[config.mk]
export PLATFORM = sky130hd
export DESIGN_NAME = cpu_mem_axi_bridge
export DESIGN_NICKNAME = d
export VERILOG_FILES = /design/src/rtl/cpu_mem_axi_bridge.sv
export SDC_FILE = /design/constraint.sdc
export NUM_CORES = 1
export LEC_CHECK = 0
export CORE_ASPECT_RATIO = 0.5
export CORE_MARGIN = 8
export CORE_UTILIZATION = 37
export CTS_CLUSTER_DIAMETER = 100
export DETAILED_ROUTE_END_ITERATION = 7
export GPL_ROUTABILITY_DRIVEN = 1
export PLACE_DENSITY = 0.82
export SLEW_MARGIN = 20
export SYNTH_ARGS = -nofsm -noshare
export SYNTH_HDL_FRONTEND = slang
export SYNTH_SLANG_ARGS = --single-unit
[constraint.sdc]
create_clock -name cpu_clk -period 1.57 [get_ports cpu_clk]
set_input_delay 0.314 -clock cpu_clk [delete_from_list [all_inputs] [get_ports cpu_clk]]
set_output_delay 0.314 -clock cpu_clk [all_outputs]
set_load 0.03 [all_outputs]
[src/rtl/cpu_mem_axi_bridge.sv]
// CPU valid/ready data-memory port to single-beat AXI4 read/write bridge.
// Ports: CPU request/response (Address, MemRead/MemWrite, Read_data*) and
// AXI4 master AR/R/AW/W/B channels (cpu_mem_*); one transaction in flight.
module cpu_mem_axi_bridge (
  input  logic        cpu_clk,
  input  logic        cpu_reset,
  input  logic [31:0] Address,
  input  logic        MemWrite,
  input  logic [31:0] Write_data,
  input  logic [3:0]  Write_strb,
  input  logic        MemRead,
  output logic        Mem_Req_Ready,
  output logic [31:0] Read_data,
  output logic        Read_data_Valid,
  input  logic        Read_data_Ready,
  output logic [39:0] cpu_mem_araddr,
  output logic        cpu_mem_arvalid,
  input  logic        cpu_mem_arready,
  input  logic [31:0] cpu_mem_rdata,
  input  logic        cpu_mem_rvalid,
  output logic        cpu_mem_rready,
  input  logic        cpu_mem_rlast,
  output logic [39:0] cpu_mem_awaddr,
  output logic        cpu_mem_awvalid,
  input  logic        cpu_mem_awready,
  output logic [31:0] cpu_mem_wdata,
  output logic [3:0]  cpu_mem_wstrb,
  output logic        cpu_mem_wvalid,
  input  logic        cpu_mem_wready,
  output logic        cpu_mem_wlast,
  input  logic        cpu_mem_bvalid,
  output logic        cpu_mem_bready,
  output logic [2:0]  cpu_mem_arsize,
  output logic [2:0]  cpu_mem_awsize,
  output logic [1:0]  cpu_mem_arburst,
  output logic [1:0]  cpu_mem_awburst,
  output logic [7:0]  cpu_mem_arlen,
  output logic [7:0]  cpu_mem_awlen
);

  localparam logic [2:0] S_IDLE = 3'd0;
  localparam logic [2:0] S_WR   = 3'd1;
  localparam logic [2:0] S_WB   = 3'd2;
  localparam logic [2:0] S_RA   = 3'd3;
  localparam logic [2:0] S_RR   = 3'd4;
  localparam logic [2:0] S_RD   = 3'd5;

  logic [2:0]  state_q, state_d;
  logic [31:0] addr_q, addr_d;
  logic [31:0] wdata_q, wdata_d;
  logic [3:0]  wstrb_q, wstrb_d;
  logic [31:0] rdata_q, rdata_d;
  logic        awvalid_q, awvalid_d;
  logic        wvalid_q, wvalid_d;
  logic        aw_done, w_done;
  logic        unused_rlast;

  assign unused_rlast = cpu_mem_rlast;

  always_comb begin
    state_d   = state_q;
    addr_d    = addr_q;
    wdata_d   = wdata_q;
    wstrb_d   = wstrb_q;
    rdata_d   = rdata_q;
    awvalid_d = awvalid_q;
    wvalid_d  = wvalid_q;
    // A channel is done once its valid has dropped or handshakes now.
    aw_done   = ~awvalid_q | cpu_mem_awready;
    w_done    = ~wvalid_q | cpu_mem_wready;
    case (state_q)
      S_IDLE: begin
        if (MemWrite | MemRead) begin
          addr_d  = Address;
          wdata_d = Write_data;
          wstrb_d = Write_strb;
        end
        // Write has priority; a simultaneous read is dropped.
        if (MemWrite) begin
          state_d   = S_WR;
          awvalid_d = 1'b1;
          wvalid_d  = 1'b1;
        end else if (MemRead) begin
          state_d = S_RA;
        end
      end
      S_WR: begin
        awvalid_d = awvalid_q & ~cpu_mem_awready;
        wvalid_d  = wvalid_q & ~cpu_mem_wready;
        if (aw_done & w_done) state_d = S_WB;
      end
      S_WB: if (cpu_mem_bvalid) state_d = S_IDLE;
      S_RA: if (cpu_mem_arready) state_d = S_RR;
      S_RR: begin
        if (cpu_mem_rvalid) begin
          rdata_d = cpu_mem_rdata;
          state_d = S_RD;
        end
      end
      S_RD: if (Read_data_Ready) state_d = S_IDLE;
      default: begin
        state_d   = S_IDLE;
        awvalid_d = 1'b0;
        wvalid_d  = 1'b0;
      end
    endcase
  end

  always_ff @(posedge cpu_clk) begin
    if (cpu_reset) begin
      state_q   <= S_IDLE;
      addr_q    <= '0;
      wdata_q   <= '0;
      wstrb_q   <= '0;
      rdata_q   <= '0;
      awvalid_q <= 1'b0;
      wvalid_q  <= 1'b0;
    end else begin
      state_q   <= state_d;
      addr_q    <= addr_d;
      wdata_q   <= wdata_d;
      wstrb_q   <= wstrb_d;
      rdata_q   <= rdata_d;
      awvalid_q <= awvalid_d;
      wvalid_q  <= wvalid_d;
    end
  end

  assign Mem_Req_Ready   = (state_q == S_IDLE);
  assign Read_data       = rdata_q;
  assign Read_data_Valid = (state_q == S_RD);

  assign cpu_mem_araddr  = {8'h00, addr_q[31:2], 2'b00};
  assign cpu_mem_awaddr  = {8'h00, addr_q[31:2], 2'b00};
  assign cpu_mem_arvalid = (state_q == S_RA);
  assign cpu_mem_rready  = (state_q == S_RR);
  assign cpu_mem_bready  = (state_q == S_WB);
  assign cpu_mem_awvalid = awvalid_q;
  assign cpu_mem_wvalid  = wvalid_q;
  assign cpu_mem_wlast   = wvalid_q;
  assign cpu_mem_wdata   = wdata_q;
  assign cpu_mem_wstrb   = wstrb_q;

  assign cpu_mem_arsize  = 3'b010;
  assign cpu_mem_awsize  = 3'b010;
  assign cpu_mem_arburst = 2'b01;
  assign cpu_mem_awburst = 2'b01;
  assign cpu_mem_arlen   = 8'h00;
  assign cpu_mem_awlen   = 8'h00;

endmodule

* After elaboration in Yosys (flattened, before gate mapping) *
Cells that the tools add are included.

word-level totals
  input bits = 111
  output and inout port bits = 182
  register bits after elaboration = 105
  logic and storage cells = 47

operators by class
  reduce and logical (&&, ||, !) cells = 6
  eq/ne operators = 12
  bitwise logic cells = 11
  mux-type cells = 11

operators with widths
  kind                count
  $mux 3              7
  $pmux 3 s6          1
  $ne 2x2->1 const B  4
  $eq 3x2->1 const B  2
  $eq 3x3->1 const B  2
  $pmux 1 s3          2
  $reduce_and 2->1    3
  $reduce_and 6->1    1
  $not 1->1           5
  $ne 2x1->1 const B  2
  $reduce_or 4->1     1
  $and 1x1->1         3
  $eq 3x1->1 const B  1
  $logic_not 3->1     1
  $ne 3x3->1 const B  1
  $or 1x1->1          3
  $mux 1              1

* Depth between registers and ports, before layout *
  depth in word-level cells = 5
  gate-level depth with buffers = 7
  mapped depth without buffers = 4

* Worst setup path after synthesis *
No wires, ideal clock.

  kind = register to output
  start = register state_q[0]
  end = output Read_data_Valid
  arrival time = 1.474 ns
  stages on the path, launching flop included = 4
  slack = -0.218 ns
  buffers on the path = 1
  cell sequence = dfxtp_1 > clkbuf_1 > inv_1 > nor3b_1

between the ends
  longest elaborated chain between the ends = 1

RTL lines
  what                    RTL line  text
  start, declared         48        logic [2:0] state_q, state_d;
  start signal, assigned  119       state_q <= state_d;
  $eq 3x3->1              131       assign Read_data_Valid = (state_q == S_RD);
  end, declared           14        output logic Read_data_Valid,

No other way between the ends.

* Worst setup path in the final report *
  start = register state_q[1]
  end = output Mem_Req_Ready

between the ends
  longest elaborated chain between the ends = 1

RTL lines
  what             RTL line  text
  $logic_not 3->1  129       assign Mem_Req_Ready = (state_q == S_IDLE);
  end, declared    12        output logic Mem_Req_Ready,

No other way between the ends.

==> out/results.md <==
## Run status
* **run status** finished with violations
* **violations in the final reports** setup timing

## Critical path
* **arrival time of the worst setup path** 1.28 ns
* **type of destination of the critical path** output pin
* **critical path class** reg -> out
* **kind of launch point of the worst setup path** register
* **required time of the critical path** 1.26 ns
* **register-to-register setup slack** 0.04 ns
* **largest fanout on the critical path** 3

## Global route
* **GR met3 Demand/Resource** 0.05456
* **initial antenna violation count** 0
* **Most Used Layer, Global Route** met2
* **global-route wire length before repair** 24,730 microns
* **pin count of the biggest net entering global routing** 65
* **vias in the first global route** 4,694
* **sum of overflow across all layers after global routing** 0
* **met2 routing resource usage after global routing** 0.3571
* **global routing usage summed across all routing layers** 0.1831
* **met1 Usage GRT** 0.1885

## Finish
* **footprint of the flip-flops and latches** 0.002068 sq mm
* **commonest non-fill, non-tap cell in the layout** sky130_fd_sc_hd__dlygate4sd2_1
* **most frequent cells in the layout** sky130_fd_sc_hd__dlygate4sd2_1 (130), sky130_fd_sc_hd__clkdlybuf4s50_1 (106), sky130_fd_sc_hd__dfxtp_1 (100)
* **area grow syn2layout** 57.83%
* **Final #Nets** 889
* **fraction of layout cells with a size suffix above 1** 0.09579
* **Multi-input gate area** 0.001894 sq mm
* **# fillers** 1,077
* **ant diodes** 0

## Timing
* **achievable frequency** 627.1 MHz
* **worst setup slack after layout** -0.02455 ns
* **setup violation total in the final timing report** 3
* **number of failing hold endpoints at the final stage** 0
* **setup TNS** -0.03779 ns
* **setup repair after global routing missed its margin** yes
* **final-report max-slew violation count** 0
* **worst-case clock skew** 0.007274 ns
* **minimum period implied by the final worst setup slack** 1.595 ns
* **crit share post-route** 1.016

## Floorplan
* **total number of placement rows** 28
* **die span in x** 173.2 microns
* **die height** 94.60 microns
* **CORE AREA** 0.01195 sq mm
* **die area** 0.01639 sq mm
* **Top-Level Pins** 293
* **Initial Util** 0.3827

## Synth
* **syn_area_per_cell** 7.993 sq um
* **number of synthesized register bits** 103
* **number of instances in the synthesized netlist** 572
* **Post-synth EDFFs** 0
* **post-synth top area cell** sky130_fd_sc_hd__dfxtp_1
* **portion of synthesized cell area occupied by the leading cell type** 0.4510
* **count of yosys warnings during synthesis** 0
* **largest cells by area after synthesis** sky130_fd_sc_hd__dfxtp_1 (45%), sky130_fd_sc_hd__buf_4 (13%), sky130_fd_sc_hd__a21oi_1 (11%)
* **most common flop cell mapped by yosys** sky130_fd_sc_hd__dfxtp_1
* **synthesized area** 0.004572 sq mm
* **share of flip-flops with an asynchronous set or reset** 0
* **synth unique cells** 31
* **sequential element share of the synthesized area** 0.4510

## Placement
* **detailed placement HPWL** 11,880 microns
* **count of input and output buffers** 243
* **Placer Congestion** 0.7792

## Power and ir drop
* **post-layout total power** 8.105 mW
* **PD cells** 1123 mW/mm^2
* **IR Drop Worst-Case VDD** 0.0005692 V
* **Leakage Power** 3.240 nW

## Clocking
* **H-tree Lvls** 3
* **clock sinks** 103
* **clock buffers created by TritonCTS** 9
* **Clock Path Buffers** 2
* **Skew-Pair Late Insertion Delay** 0.34 ns
* **clock transition at the register clock pins on the worst setup and hold paths after CTS** 0.07 ns
* **CTS tree** yes
* **clk root buf** sky130_fd_sc_hd__clkbuf_16

## Route
* **Vias** 4,650
* **DR pass1 iterations** 4
* **final antenna-violating net count** 0
* **number of vias per cell** 4.905
* **wire per inst** 17.44 microns
* **sum of routed wire length over all layers** 16,530 microns
* **DRC marker count from the first detailed-route iteration** 358
* **number of remaining DRC errors** 0

## Hold path
* **path type of the worst min-delay path** in -> reg

## Run
* **total of max-cap violations** 0

[registers in the layout, summed over array words and instances, names as in the netlist]
register / count
Read_data: 32
addr_q: 30
cpu_mem_wlast: 1
cpu_mem_wstrb: 4
state_q: 3
cpu_mem_awvalid: 1
cpu_mem_wdata: 32
[power breakdown]
group	switching, mW	internal (mW)	total, mW
Sequential	0.156	2.87	3.02
Clock	1.03	1.10	2.13
Combinational	1.85	1.10	2.95
Total	3.04	5.06	8.10
[Yosys cell counts, types with 2 or more instances]
library cell               number
sky130_fd_sc_hd__dfxtp_1      103
sky130_fd_sc_hd__a21oi_1      100
sky130_fd_sc_hd__buf_4         77
sky130_fd_sc_hd__nand3_1       68
sky130_fd_sc_hd__o21ai_0       66
sky130_fd_sc_hd__nand2_1       65
sky130_fd_sc_hd__clkbuf_1      38
sky130_fd_sc_hd__buf_2         10
sky130_fd_sc_hd__nand2b_1       5
sky130_fd_sc_hd__nor3b_1        5
sky130_fd_sc_hd__buf_6          4
sky130_fd_sc_hd__inv_1          4
sky130_fd_sc_hd__nor2b_1        3
sky130_fd_sc_hd__a221oi_1       2
sky130_fd_sc_hd__a32oi_1        2
sky130_fd_sc_hd__and2_1         2
sky130_fd_sc_hd__conb_1         2
sky130_fd_sc_hd__o21bai_1       2
sky130_fd_sc_hd__o31ai_1        2
[critical path, cell delays in order (launching register included)]
cell	delay, ns
sky130_fd_sc_hd__dfxtp_2	0.33
sky130_fd_sc_hd__or3_4	0.41
sky130_fd_sc_hd__clkinv_4	0.08
sky130_fd_sc_hd__buf_6	0.12
[path summary, 6_finish.rpt]
| kind | startpoint | endpoint | cells after the start |
|---|---|---|---|
| max | state_q[1] | Mem_Req_Ready | 3 |
| min | cpu_reset | cpu_mem_wdata[26] | 2 |
| min reg2reg | Read_data[26] | Read_data[26] | 2 |
| max reg2reg | state_q[1] | state_q[1] | 6 |
[timing repair]
action | 4_1_cts | 5_1_grt
resized for setup | 141 | 6
pin swaps | 2 | 3
setup endpoints to repair | 135 | 7
gates cloned | 0 | 3
hold endpoints to repair | 0 | 0
buffers inserted | 4 | 9
hold buffers | 0 | 0
[metrics by stage]
| step | util | hold WS (ns) | instance area [sq um] | worst slack (ns) | cells |
|---|---|---|---|---|---|
| 3_3_place_gp | 0.5751 | 0.4415 | 6870 | -0.01305 | 916 |
| 2_1_floorplan | - | 0.4500 | 4747 | 0.03838 | 616 |
| 6_report | 0.6040 | 0.3012 | 7216 | -0.02455 | 948 |
| 3_5_place_dp | 0.5751 | 0.4465 | 6870 | -0.07320 | 916 |
| 5_1_grt | 0.6040 | 0.3136 | 7216 | -0.05980 | 948 |
| 4_1_cts | 0.5908 | 0.2784 | 7058 | -0.02794 | 936 |
[metal layers]
| layer | vias to the layer above | share of wire | routed length, microns |
|---|---|---|---|
| li1 | 2233 | - | - |
| met4 | 0 | 0.025 | 416 |
| met3 | 31 | 0.060 | 989 |
| met1 | 2216 | 0.38 | 6209 |
| met2 | 170 | 0.54 | 8915 |
| met5 | - | 0 | 0 |
[kinds of logic (layout without fill, tap and decap cells)]
| group | count (synthesis) | after routing | share of synthesized area |
|---|---|---|---|
| compound gates | 177 | 177 | 0.2006 |
| mux | 1 | 1 | 0.002189 |
| flops | 103 | 103 | 0.4510 |
| simple gates | 155 | 155 | 0.1617 |
| buf+inv | 134 | 301 | 0.1828 |
| other cells | 2 | 46 | 0.001643 |
[final cells by class]
cell class,count,area share
clock inverters,7,0.008150
repair buffers,280,0.3796
flip-flops and latches,103,0.2866
well taps,165,0.02861
inverters,5,0.003295
clock buffers,9,0.03121
multi-input cells,379,0.2625
Power figures use the tool's default switching activity.
==> patch 1 (same settings) <==
Take the reset off `rdata_q` and load it in a clocked block of its own.
--- a/src/rtl/cpu_mem_axi_bridge.sv
+++ b/src/rtl/cpu_mem_axi_bridge.sv
@@ -113,5 +113,4 @@
       wdata_q   <= '0;
       wstrb_q   <= '0;
-      rdata_q   <= '0;
       awvalid_q <= 1'b0;
       wvalid_q  <= 1'b0;
@@ -121,8 +120,11 @@
       wdata_q   <= wdata_d;
       wstrb_q   <= wstrb_d;
-      rdata_q   <= rdata_d;
       awvalid_q <= awvalid_d;
       wvalid_q  <= wvalid_d;
     end
+  end
+
+  always_ff @(posedge cpu_clk) begin
+    rdata_q <= rdata_d;
   end
 
Check against the original RTL: differs if cpu_reset is asserted again (counterexample within 4 cycles, from zero or initial values and one cycle with cpu_reset high); with cpu_reset held inactive, the same outputs for 4 cycles.
==> patch 1 against the unedited design <==
  * The run still ends with setup timing left
  * Clock skew is 1.7 ps lower
  * Largest power group is now combinational logic
  * Total power is 13% higher
  * Setup slack better by 1.6 ps
  * Final area is 3.8% lower
  * Die area is 2.5% lower
  * Synthesized cell count is 19% lower
  * Critical path type unchanged
  * Synthesized area is 2.9% lower
  * Highest routed layer unchanged
  * Largest cell class unchanged
  * Sequential cell count stayed put
  * Routed wire length is 8.7% lower
==> patch 1: results (changes against the unedited design) <==
INFO  metric drt_iter0_markers = 257 (was 358)
INFO  metric timing.final.ws_setup = -22.97 ps (was -24.55 ps)
INFO  metric wire_length_of_the_first_global_routing_pass = 21.74 mm (was 24.73 mm)
INFO  metric layout-drive-gt1-share = 8.902% (was 9.579%)
INFO  metric drt_first_pass_iters = 5 (was 4)
INFO  metric cts-resized-gates = 142 (was 141)
INFO  metric detailedPlacementHpwl = 11.05 mm (was 11.88 mm)
INFO  metric design.die.area = 0.01597 sq mm (was 0.01639 sq mm)
INFO  metric status = complete, but fails checks (unchanged)
INFO  metric drt_wl_total = 15.09 mm (was 16.53 mm)
INFO  metric synthTopCellsByCount = 77 x buf_4, 71 x dfxtp_1, 68 x nand3_1 (was 103 x dfxtp_1, 100 x a21oi_1, 77 x buf_4)
INFO  metric bufAreaShareNonClock = 36.96% (was 37.96%)
INFO  metric finalHoldWorstSlack = 249.5 ps (was 301.2 ps)
INFO  metric multi_input_cells = 283 (was 379)
INFO  metric placed_cells_incl_taps = 819 (was 916)
INFO  metric rrSetupSlack = 60 ps (was 40 ps)
INFO  metric setup_tns_after_final_layout = -22.97 ps (was -37.79 ps)
INFO  metric vdd_ir_drop_max = 578.8 uV (was 569.2 uV)
INFO  metric yosysUniqueCellTypes = 32 (was 31)
INFO  metric hold_path_end = state_q[0]$_SDFFE_PP0P_ (was cpu_mem_wdata[26]$_SDFFE_PP0P_)
INFO  metric synthToLayoutAreaGrowth = 56.34% (was 57.83%)
INFO  metric num_vias = 4043 (was 4650)
INFO  metric violations = setup timing (unchanged)
INFO  metric pre_cts_ws = -91.45 ps (was -73.20 ps)
INFO  metric layout.filler_cells = 1051 (was 1077)
INFO  metric setup_violations = 1 (was 3)
INFO  metric worstReg2RegEnd = cpu_mem_wdata[30]$_SDFFE_PP0P_ (was state_q[1]$_SDFFE_PP0P_)
INFO  metric synth.area.top_cells = dfxtp_1 32%, edfxtp_1 22%, buf_4 13% (was dfxtp_1 45%, buf_4 13%, a21oi_1 11%)
## patch 1: cell count changes after synthesis, moves of 10 or more
cell / unedited run / this run
edfxtp_1: 0 / 32
o21ai_1: 1 / 15
a21oi_1: 100 / 66
clkbuf_1: 38 / 28
dfxtp_1: 103 / 71
nand2_1: 65 / 4
o21ai_0: 66 / 51
## patch 1: routing by layer
layer	up-vias	track usage [%]	routed length, um
met5	-	0	0
met4	0	4.529	227
met3	17	4.750	975
met2	167	34.42	8332
met1	1939	16.95	5556
li1	1920	-	-
## patch 1: how the worst max path moves through the flow
stage	slack (ps)	endpoint
after floorplan	7	Mem_Req_Ready
after global placement	-40	addr_q[16]$_SDFFE_PP0P_
after detailed placement	-90	cpu_mem_wdata[27]$_SDFFE_PP0P_
after CTS	-30	Mem_Req_Ready
after global routing	-60	Mem_Req_Ready
final	-20	Mem_Req_Ready
## patch 1: power breakdown
group,total [mW],switching (mW),internal (mW)
Combinational,3.67,2.35,1.32
Clock,2.19,1.07,1.12
Sequential,3.29,0.210,3.08
==> patch 2 (same settings) <==
Made on the original files. Make the reset (`cpu_reset`) asynchronous in one clocked block.
--- a/src/rtl/cpu_mem_axi_bridge.sv
+++ b/src/rtl/cpu_mem_axi_bridge.sv
@@ -107,5 +107,5 @@
   end
 
-  always_ff @(posedge cpu_clk) begin
+  always_ff @(posedge cpu_clk or posedge cpu_reset) begin
     if (cpu_reset) begin
       state_q   <= S_IDLE;
Check against the original RTL: differs if cpu_reset is asserted again (counterexample within 4 cycles, from zero or initial values and one cycle with cpu_reset high); with cpu_reset held inactive, the same outputs for 4 cycles.
==> patch 2 against the unedited design <==
  * The flow still finishes with violations (setup timing)
  * Sequential cell count unchanged
  * Final area rose by 4.8%
  * Synthesized area increased by 7.9%
  * Via count down 29%
  * Routed wire length shrank 8.4%
  * Setup slack worse by 76 ps
  * Count of clock-buffer cells in the layout rose by 1
  * Critical path type is now register to register
Power is not compared: it rests on default switching activity, and its combinational part moved more than twofold at a synthesized area within 25%.
==> patch 2: results (changes against the unedited design) <==
INFO  metric gp_routability_congestion = 0.7510 (was 0.7792)
INFO  metric area_of_all_sequential_standard_cells = 0.002581 sq mm (was 0.002068 sq mm)
INFO  metric proportion_of_synthesized_chip_area_in_sequential_cells = 52.26% (was 45.10%)
INFO  metric grtUsageTotal = 16.88% (was 18.31%)
INFO  metric routed_wire_length_per_instance = 20.28 um (was 17.44 um)
INFO  metric worstSetupEndpointType = register (was primary output)
INFO  metric timing.final.ws_setup = -100.9 ps (was -24.55 ps)
INFO  metric crit_path_max_fanout = 22 (was 3)
INFO  metric drt_iter0_markers = 193 (was 358)
INFO  metric met3_usage = 3.685% (was 5.456%)
INFO  metric global_route_track_usage_on_met1 = 17.38% (was 18.85%)
INFO  metric violations = setup timing (unchanged)
INFO  metric total_area_of_multi_input_combinational_cells = 0.001824 sq mm (was 0.001894 sq mm)
INFO  metric slowest_delay = 470 ps (was 410 ps)
INFO  metric detailedPlacementHpwl = 11.91 mm (was 11.88 mm)
INFO  metric drt_wl_total = 15.15 mm (was 16.53 mm)
INFO  metric crit_start = state_q[0]$_DFFE_PP0P_ (was state_q[1]$_SDFFE_PP0P_)
INFO  metric grt_pass1_vias = 3784 (was 4694)
INFO  metric layout.filler_cells = 1046 (was 1077)
INFO  metric clkbuf_count = 10 (was 9)
INFO  metric status = complete, but fails checks (unchanged)
INFO  metric critPathArrivalTime = 1900 ps (was 1280 ps)
INFO  metric met2RoutedLength = 8.736 mm (was 8.915 mm)
INFO  metric grt_use_met2 = 32.90% (was 35.71%)
INFO  metric layout-drive-gt1-share = 28.25% (was 9.579%)
INFO  metric worstReg2RegEnd = addr_q[26]$_DFFE_PP0P_ (was state_q[1]$_SDFFE_PP0P_)
INFO  metric multi_input_cells = 180 (was 379)
INFO  metric postSynth.asyncResetShare = 100.0% (was 0%)
INFO  metric setup_tns_after_final_layout = -4778 ps (was -37.79 ps)
INFO  metric setup_violations = 71 (was 3)
INFO  metric synthTopCellsByCount = 103 x dfrtp_1, 79 x buf_4, 70 x mux2_4 (was 103 x dfxtp_1, 100 x a21oi_1, 77 x buf_4)
INFO  metric routed-wl-met3 = 568 um (was 989 um)
## patch 2: cell count changes in the layout (fill, tap and decap cells not counted), sizes merged, moves of 5 or more
cell | unedited run | this run
dfxtp | 103 | 0
o21ai | 67 | 3
a21oi | 100 | 6
nand3 | 68 | 1
buf | 41 | 35
nand2 | 65 | 2
dfrtp | 0 | 103
nor3b | 5 | 0
mux2 | 0 | 98
## patch 2: timing repair
action / in CTS / in global routing
endpoints found under the setup margin: 233 / 73
resized for setup: 150 / 4
gates cloned: 0 / 1
pin swaps: 1 / 2
buffers inserted: 4 / 1
## patch 2: cell families (layout without fill, tap and decap cells)
logic type | after synthesis | after routing | synth area share, %
AO/OA/AOI/OAI | 16 | 16 | 2.080
flip-flops | 103 | 103 | 52.26
multiplexers | 99 | 99 | 27.90
other | 2 | 46 | 0.1523
buffers and inverters | 95 | 294 | 15.30
AND/OR/NAND/NOR | 19 | 19 | 2.308
